File: src/rtl/cl_mem_ctrl_pkg.sv
// Shared definitions for the memory-stage load/store sequencer.
//   - access size encoding carried on op_size_i
//   - error code encoding driven on err_code_o
//   - sequencer state enumeration
package cl_mem_ctrl_pkg;

    localparam logic [1:0] kSizeByte  = 2'd0;
    localparam logic [1:0] kSizeHalf  = 2'd1;
    localparam logic [1:0] kSizeWord  = 2'd2;
    localparam logic [1:0] kSizeDword = 2'd3;

    localparam logic [1:0] kErrNone    = 2'd0;
    localparam logic [1:0] kErrAlign   = 2'd1;
    localparam logic [1:0] kErrTimeout = 2'd2;

    typedef enum logic [2:0] {
        ST_IDLE  = 3'd0,
        ST_REQ   = 3'd1,
        ST_RESP  = 3'd2,
        ST_DONE  = 3'd3,
        ST_DRAIN = 3'd4
    } state_e;

endpackage

File: src/rtl/cl_mem_align.sv
// Combinational lane logic for the load/store sequencer.
// Ports:
//   req_size_i/req_addr_lo_i/req_wdata_i : incoming op size, low address bits, raw store data
//   req_illegal_o                        : misaligned access or size not supported by the bus
//   req_be_o/req_wdata_o                 : byte enables and lane-replicated store data
//   ld_size_i/ld_lane_i/ld_signed_i      : latched load shape
//   ld_rsp_i/ld_data_o                   : raw bus word in, extracted and extended result out
module cl_mem_align
    import cl_mem_ctrl_pkg::*;
#(
    parameter int DATA_W = 32,
    localparam int BE_W = DATA_W / 8,
    localparam int LANE_W = $clog2(DATA_W / 8)
) (
    input  logic [1:0]        req_size_i,
    input  logic [2:0]        req_addr_lo_i,
    input  logic [DATA_W-1:0] req_wdata_i,
    output logic              req_illegal_o,
    output logic [BE_W-1:0]   req_be_o,
    output logic [DATA_W-1:0] req_wdata_o,
    input  logic [1:0]        ld_size_i,
    input  logic [LANE_W-1:0] ld_lane_i,
    input  logic              ld_signed_i,
    input  logic [DATA_W-1:0] ld_rsp_i,
    output logic [DATA_W-1:0] ld_data_o
);

    logic [2:0]        align_mask;
    logic [BE_W-1:0]   be_base;
    logic [DATA_W-1:0] ld_shift;
    logic [DATA_W-1:0] ld_mask;
    logic              ld_msb;

    always_comb begin
        align_mask  = 3'b000;
        be_base     = BE_W'(1);
        req_wdata_o = {BE_W{req_wdata_i[7:0]}};
        case (req_size_i)
            kSizeByte: ;
            kSizeHalf: begin
                align_mask  = 3'b001;
                be_base     = BE_W'(4'h3);
                req_wdata_o = {(DATA_W / 16){req_wdata_i[15:0]}};
            end
            kSizeWord: begin
                align_mask  = 3'b011;
                be_base     = BE_W'(4'hF);
                req_wdata_o = {(DATA_W / 32){req_wdata_i[31:0]}};
            end
            default: begin
                align_mask  = 3'b111;
                be_base     = '1;
                req_wdata_o = req_wdata_i;
            end
        endcase
        // A dword on a 32-bit bus cannot be expressed as a single beat.
        req_illegal_o = (|(req_addr_lo_i & align_mask)) ||
                        ((req_size_i == kSizeDword) && (DATA_W == 32));
        req_be_o = be_base << req_addr_lo_i[LANE_W-1:0];
    end

    always_comb begin
        ld_shift = ld_rsp_i >> {ld_lane_i, 3'b000};
        ld_mask  = DATA_W'(8'hFF);
        ld_msb   = ld_shift[7];
        case (ld_size_i)
            kSizeByte: ;
            kSizeHalf: begin
                ld_mask = DATA_W'(16'hFFFF);
                ld_msb  = ld_shift[15];
            end
            kSizeWord: begin
                ld_mask = DATA_W'(32'hFFFF_FFFF);
                ld_msb  = ld_shift[31];
            end
            default: begin
                ld_mask = '1;
                ld_msb  = ld_shift[DATA_W-1];
            end
        endcase
        // Extension fills exactly the bits the mask removed; a full-width load has none.
        ld_data_o = (ld_shift & ld_mask) | ((ld_signed_i && ld_msb) ? ~ld_mask : '0);
    end

endmodule

File: src/rtl/cl_mem_ctrl.sv
// Memory-stage load/store sequencer: accepts one pre-decoded op at a time,
// issues a valid/ready request, collects the load response and writes back.
// Ports:
//   clk, reset_n                      : clock, synchronous active-low reset
//   op_*_i, flush_i, stall_o          : pipeline side
//   mem_req_*                         : request channel (valid/ready)
//   mem_rsp_*                         : response channel (valid only, loads)
//   wb_*_o                            : load writeback
//   err_o, err_code_o                 : error pulse and cause
//
// state    | meaning
// ST_IDLE  | waiting for an op; illegal ops are flagged here and dropped
// ST_REQ   | request valid, waiting for ready
// ST_RESP  | load issued, waiting for read data
// ST_DONE  | one-cycle completion, writeback pulse for loads
// ST_DRAIN | flushed load, swallowing its response
module cl_mem_ctrl
    import cl_mem_ctrl_pkg::*;
#(
    parameter int DATA_W      = 32,
    parameter int ADDR_W      = 32,
    parameter int RD_W        = 5,
    parameter int TIMEOUT_CYC = 64
) (
    input  logic                clk,
    input  logic                reset_n,
    input  logic                op_valid_i,
    input  logic                op_load_i,
    input  logic                op_store_i,
    input  logic [1:0]          op_size_i,
    input  logic                op_signed_i,
    input  logic [ADDR_W-1:0]   op_addr_i,
    input  logic [DATA_W-1:0]   op_wdata_i,
    input  logic [RD_W-1:0]     op_rd_i,
    input  logic                flush_i,
    output logic                stall_o,
    output logic                mem_req_valid_o,
    input  logic                mem_req_ready_i,
    output logic                mem_req_we_o,
    output logic [ADDR_W-1:0]   mem_req_addr_o,
    output logic [DATA_W/8-1:0] mem_req_be_o,
    output logic [DATA_W-1:0]   mem_req_wdata_o,
    input  logic                mem_rsp_valid_i,
    input  logic [DATA_W-1:0]   mem_rsp_data_i,
    output logic                wb_valid_o,
    output logic [RD_W-1:0]     wb_rd_o,
    output logic [DATA_W-1:0]   wb_data_o,
    output logic                err_o,
    output logic [1:0]          err_code_o
);

    localparam int BE_W   = DATA_W / 8;
    localparam int LANE_W = $clog2(BE_W);
    localparam int CNT_W  = (TIMEOUT_CYC > 1) ? $clog2(TIMEOUT_CYC) : 1;
    localparam logic [CNT_W-1:0] CNT_LAST = (TIMEOUT_CYC > 0) ? CNT_W'(TIMEOUT_CYC - 1) : '0;

    state_e              state_q, state_d;
    logic [CNT_W-1:0]    cnt_q, cnt_d, cnt_inc;
    logic                we_q, signed_q, tout_q;
    logic [1:0]          size_q;
    logic [ADDR_W-1:0]   addr_q;
    logic [BE_W-1:0]     be_q;
    logic [DATA_W-1:0]   wdata_q, wb_data_q;
    logic [RD_W-1:0]     rd_q;

    logic                accept, capture, set_tout, tout_hit, op_illegal;
    logic [BE_W-1:0]     be_w;
    logic [DATA_W-1:0]   wdata_w, ld_data_w;

    cl_mem_align #(.DATA_W(DATA_W)) u_align (
        .req_size_i    (op_size_i),
        .req_addr_lo_i (op_addr_i[2:0]),
        .req_wdata_i   (op_wdata_i),
        .req_illegal_o (op_illegal),
        .req_be_o      (be_w),
        .req_wdata_o   (wdata_w),
        .ld_size_i     (size_q),
        .ld_lane_i     (addr_q[LANE_W-1:0]),
        .ld_signed_i   (signed_q),
        .ld_rsp_i      (mem_rsp_data_i),
        .ld_data_o     (ld_data_w)
    );

    // Saturating at the terminal count keeps the timeout armed even when a
    // handshake lands exactly on the last REQ cycle and RESP follows.
    assign cnt_inc  = (cnt_q == CNT_LAST) ? cnt_q : cnt_q + 1'b1;
    assign tout_hit = (TIMEOUT_CYC != 0) && (cnt_q == CNT_LAST);

    always_comb begin
        state_d    = state_q;
        cnt_d      = cnt_q;
        stall_o    = 1'b0;
        err_o      = 1'b0;
        err_code_o = kErrNone;
        accept     = 1'b0;
        capture    = 1'b0;
        set_tout   = 1'b0;
        case (state_q)
            ST_IDLE: begin
                cnt_d = '0;
                if (op_valid_i && (op_load_i || op_store_i)) begin
                    if (op_illegal) begin
                        err_o      = 1'b1;
                        err_code_o = kErrAlign;
                    end else begin
                        accept  = 1'b1;
                        stall_o = 1'b1;
                        state_d = ST_REQ;
                    end
                end
            end
            ST_REQ: begin
                stall_o = 1'b1;
                cnt_d   = cnt_inc;
                if (mem_req_ready_i) begin
                    // A flushed store still writes; a flushed load must swallow its response.
                    if (flush_i) state_d = we_q ? ST_IDLE : ST_DRAIN;
                    else         state_d = we_q ? ST_DONE : ST_RESP;
                end else if (flush_i) begin
                    state_d = ST_IDLE;
                end else if (tout_hit) begin
                    err_o      = 1'b1;
                    err_code_o = kErrTimeout;
                    set_tout   = 1'b1;
                    state_d    = ST_DONE;
                end
            end
            ST_RESP: begin
                stall_o = 1'b1;
                cnt_d   = cnt_inc;
                if (mem_rsp_valid_i) begin
                    // Response and flush together: the data is consumed and dropped.
                    capture = !flush_i;
                    state_d = flush_i ? ST_IDLE : ST_DONE;
                end else if (flush_i) begin
                    state_d = ST_DRAIN;
                end else if (tout_hit) begin
                    err_o      = 1'b1;
                    err_code_o = kErrTimeout;
                    set_tout   = 1'b1;
                    state_d    = ST_DONE;
                end
            end
            ST_DRAIN: begin
                stall_o = 1'b1;
                cnt_d   = cnt_inc;
                if (mem_rsp_valid_i) begin
                    state_d = ST_IDLE;
                end else if (tout_hit) begin
                    err_o      = 1'b1;
                    err_code_o = kErrTimeout;
                    state_d    = ST_IDLE;
                end
            end
            ST_DONE: begin
                cnt_d   = '0;
                state_d = ST_IDLE;
            end
            default: state_d = ST_IDLE;
        endcase
    end

    always_ff @(posedge clk) begin
        if (!reset_n) begin
            state_q   <= ST_IDLE;
            cnt_q     <= '0;
            we_q      <= 1'b0;
            signed_q  <= 1'b0;
            tout_q    <= 1'b0;
            size_q    <= '0;
            addr_q    <= '0;
            be_q      <= '0;
            wdata_q   <= '0;
            rd_q      <= '0;
            wb_data_q <= '0;
        end else begin
            state_q <= state_d;
            cnt_q   <= cnt_d;
            if (accept) begin
                we_q     <= op_store_i;
                signed_q <= op_signed_i;
                size_q   <= op_size_i;
                addr_q   <= op_addr_i;
                be_q     <= be_w;
                wdata_q  <= wdata_w;
                rd_q     <= op_rd_i;
                tout_q   <= 1'b0;
            end
            if (set_tout) tout_q <= 1'b1;
            if (capture) wb_data_q <= ld_data_w;
        end
    end

    assign mem_req_valid_o = (state_q == ST_REQ);
    assign mem_req_we_o    = we_q;
    assign mem_req_addr_o  = {addr_q[ADDR_W-1:LANE_W], LANE_W'(0)};
    assign mem_req_be_o    = be_q;
    assign mem_req_wdata_o = wdata_q;
    assign wb_valid_o      = (state_q == ST_DONE) && !we_q && !tout_q;
    assign wb_rd_o         = rd_q;
    assign wb_data_o       = wb_data_q;

endmodule

File: config.mk
export PLATFORM = sky130hd
export DESIGN_NAME = cl_mem_ctrl
export DESIGN_NICKNAME = d
export VERILOG_FILES = /design/src/rtl/cl_mem_ctrl_pkg.sv /design/src/rtl/cl_mem_align.sv /design/src/rtl/cl_mem_ctrl.sv
export SDC_FILE = /design/constraint.sdc
export NUM_CORES = 1
export LEC_CHECK = 0
export BUFFER_PORTS_ARGS = -buffer_cell sky130_fd_sc_hd__buf_4
export CAP_MARGIN = 20
export CORE_MARGIN = 2
export CORE_UTILIZATION = 35
export CTS_BUF_LIST = sky130_fd_sc_hd__clkbuf_8
export DETAILED_ROUTE_END_ITERATION = 12
export PLACE_DENSITY = 0.59
export SYNTH_ARGS = -nofsm -noshare
export SYNTH_HDL_FRONTEND = slang
export SYNTH_SLANG_ARGS = --single-unit
File: constraint.sdc
create_clock -name clk -period 4 [get_ports clk]
set_clock_uncertainty 0.05 [all_clocks]
set_input_delay 0.4 -clock clk [delete_from_list [all_inputs] [get_ports clk]]
set_output_delay 0.4 -clock clk [all_outputs]
set_load 0.1 [all_outputs]
==> reports/qor.csv <==
metric,value,unit
crit_path_end_kind,primary output,
drv_slew,0,
fp-row-count,48,
worstPathRequired,3550,ps
r2r_start,state_q[0],
clockRootBuffer,clkbuf_8,
finalHoldViolCount,0,
cts_setup_buffers,0,
finalCriticalPeriod,2780,ps
layout_commonest_cell,buf_4,
cap_violations,0,
power.switching,1.11,mW
cts_resized,0,
drt-total-wl,17400,um
cp_top_family,buffers and inverters,
drc,0,
fin_crit_sh,0.696,
holdBufCountCts,0,
core_area,0.0171,sq mm
cts-root-to-sink-buffers,2,
cts.sinks,119,
start_util,0.354,
final_area,0.00792,sq mm
dpl-instance-area,0.00750,sq mm
async_flop_share,0,
p_int,2.14,mW
clock.fmax,0.359,GHz
grt_max_degree,94,
fp.dieH,135,um
vias_per_cell,4.94,
clk_latency,430,ps
cts.htree.levels,4,
fin_util,0.464,
antenna_left,0,
gp_congestion,0.817,
fin_tns_setup,0,ps
grt_overflow,0,
setup_viol,0,
synth_warnings,0,
grt_pass1_wl,27400,um
r2r-end,addr_q[5],
p_seq_frac,0.393,
rrSetupSlack,1660,ps
ys_ff_latch,119,
antenna_found_initial,0,
combinationalPowerShare,0.257,
arrival,2330,ps
grt.total_usage,0.189,
num_vias,5529,
cp-endpoint,stall_o,
reg2reg_depth,6,
yosysUniqueCellTypes,53,
synthCells,731,
diodes,0,
area_growth,31.1,%
path_common_cell,buf_4,
drive_gt1_frac,0.311,
worstSetupPathDepth,6,
holdWs,161,ps
syn_area_per_cell,8.26,sq um
hold_class,in2reg,
hpwl,12300,um
crit_fanout,43,
first_pass_iters,5,
tightest_slew,913,ps
ys_seq_area_frac,0.395,
slowest_delay,430,ps
nets,997,
slowest_stage,dfxtp_1,
startpoint_type,flop,
synth_edf_count,0,
power_density,410,mW/mm^2
p_leak,3.34,nW
first_iter_violations,314,
cts_tree,yes,
ys.flop_type,dfxtp_1,
worstSetupPathType,reg2out,
ios,224,
synth.cell_area,0.00604,sq mm
layout_common_cells,"227 x buf_4, 143 x nand2_1, 119 x dfxtp_1",
status,"finished, final reports clean",
cp_num_buf_inv,2,
path_cells,or2_1 -> nor3_4 -> buf_4 -> and2_4 -> a211o_1 -> buf_4,
rsz0062_at_grt,no,
routedWlPerCell,15.6,um
cts.clk_slew.worst_paths,70,ps
ir_worst_vdd,0.178,mV
crit_start,state_q[0],
max_slew_margin,0.391,
power.clock.fraction,0.351,
grt_pass1_vias,5167,
cts_buffers,17,
dieArea,0.0183,sq mm
port_buffers,221,
switching_share,0.341,
die_x,135,um
-- sequential cells by signal (all words and copies together) (netlist names) --
register and cells:
tout_q 1, wb_data_o 32, signed_q 1, addr_q 32, size_q 2, mem_req_wdata_o 32, state_q 3, cnt_q 6
mem_req_be_o 4, mem_req_we_o 1, wb_rd_o 5
-- kinds of logic (layout without fill, tap and decap cells) --
| kind of cell | after synthesis | in the layout | share of synthesized area |
|---|---|---|---|
| adder cells (fa/ha/maj) | 1 | 1 | 0.00207 |
| AND/OR/NAND/NOR | 255 | 255 | 0.194 |
| other | 1 | 2 | 0.000621 |
| multiplexers | 81 | 81 | 0.134 |
| flip-flops | 119 | 119 | 0.395 |
| buffers and inverters | 99 | 262 | 0.0966 |
| AO/OA/AOI/OAI | 173 | 173 | 0.175 |
| XOR/XNOR | 2 | 2 | 0.00290 |
-- worst min path at each step --
stage                           to           startpoint  cells after the start  slack (ps)
2_1_floorplan           addr_q[10]           addr_q[10]                      2         390
3_3_place_gp   mem_req_wdata_o[30]  mem_req_wdata_o[30]                      2         390
6_report                addr_q[20]        op_addr_i[20]                      3         160
4_1_cts                 addr_q[17]        op_addr_i[17]                      3         130
5_1_grt                 addr_q[16]        op_addr_i[16]                      3         130
3_5_place_dp    mem_req_wdata_o[4]   mem_req_wdata_o[4]                      2         390
-- routing by layer --
metal | GRT usage | vias to the layer above | share of wire
met2 | 0.295 | 161 | 0.47
met4 | 0.0637 | 0 | 0.016
met3 | 0.0673 | 19 | 0.078
met5 | 0 | - | 0
li1 | - | 2825 | -
met1 | 0.243 | 2524 | 0.44
-- power groups by stage --
stage          logic [mW]  registers [mW]  clock network, mW
3_5_place_dp        0.838            1.30                  0
3_3_place_gp        0.835            1.30                  0
5_1_grt             0.878            1.28               1.23
4_1_cts             0.839            1.28               1.17
6_report            0.834            1.28               1.14
2_1_floorplan       0.438            1.50                  0
-- worst min-delay path: stages --
cell and delay [ps]:
buf_4 110, nand2_1 40, mux2i_1 50
-- layout make-up --
class                   instances  area [sq um]
inverters                       4          15.0
well taps                     225           282
flip-flops and latches        119          2380
multi-input cells             514          3100
clock buffers                  21           289
fillers                      1777          9140
clock inverters                 9           125
repair buffers                228          1720
-- cell usage after synthesis (all sizes together) (2+ instances only) --
master  count  share of area
a211oi      9          0.015
a21oi      54          0.045
a311oi      9          0.013
a31oi       3         0.0041
and2        5         0.0052
and3        2         0.0021
buf        60          0.072
clkbuf     35          0.022
dfxtp     119           0.39
inv         4         0.0025
mux2i      81           0.13
nand2     143          0.089
nand2b     11          0.011
nand3      10         0.0083
nand3b      7         0.0087
nand4      23          0.024
nor2       35          0.022
nor2b       4         0.0041
nor3        3         0.0033
o211ai      4         0.0050
o21ai      71          0.062
o21bai      2         0.0025
o22ai      13          0.015
o31ai       2         0.0041
or2         3         0.0031
xnor2       2         0.0029
-- per-stage QoR --
stage	cells	power (mW)	setup WS, ps
final	1120	3.25	1220
after global routing	1120	3.39	1030
after CTS	1120	3.28	1180
after detailed placement	1090	2.14	1670
after global placement	1090	2.14	1690
after floorplan	732	1.94	511
(Power assumes the default switching activity.)
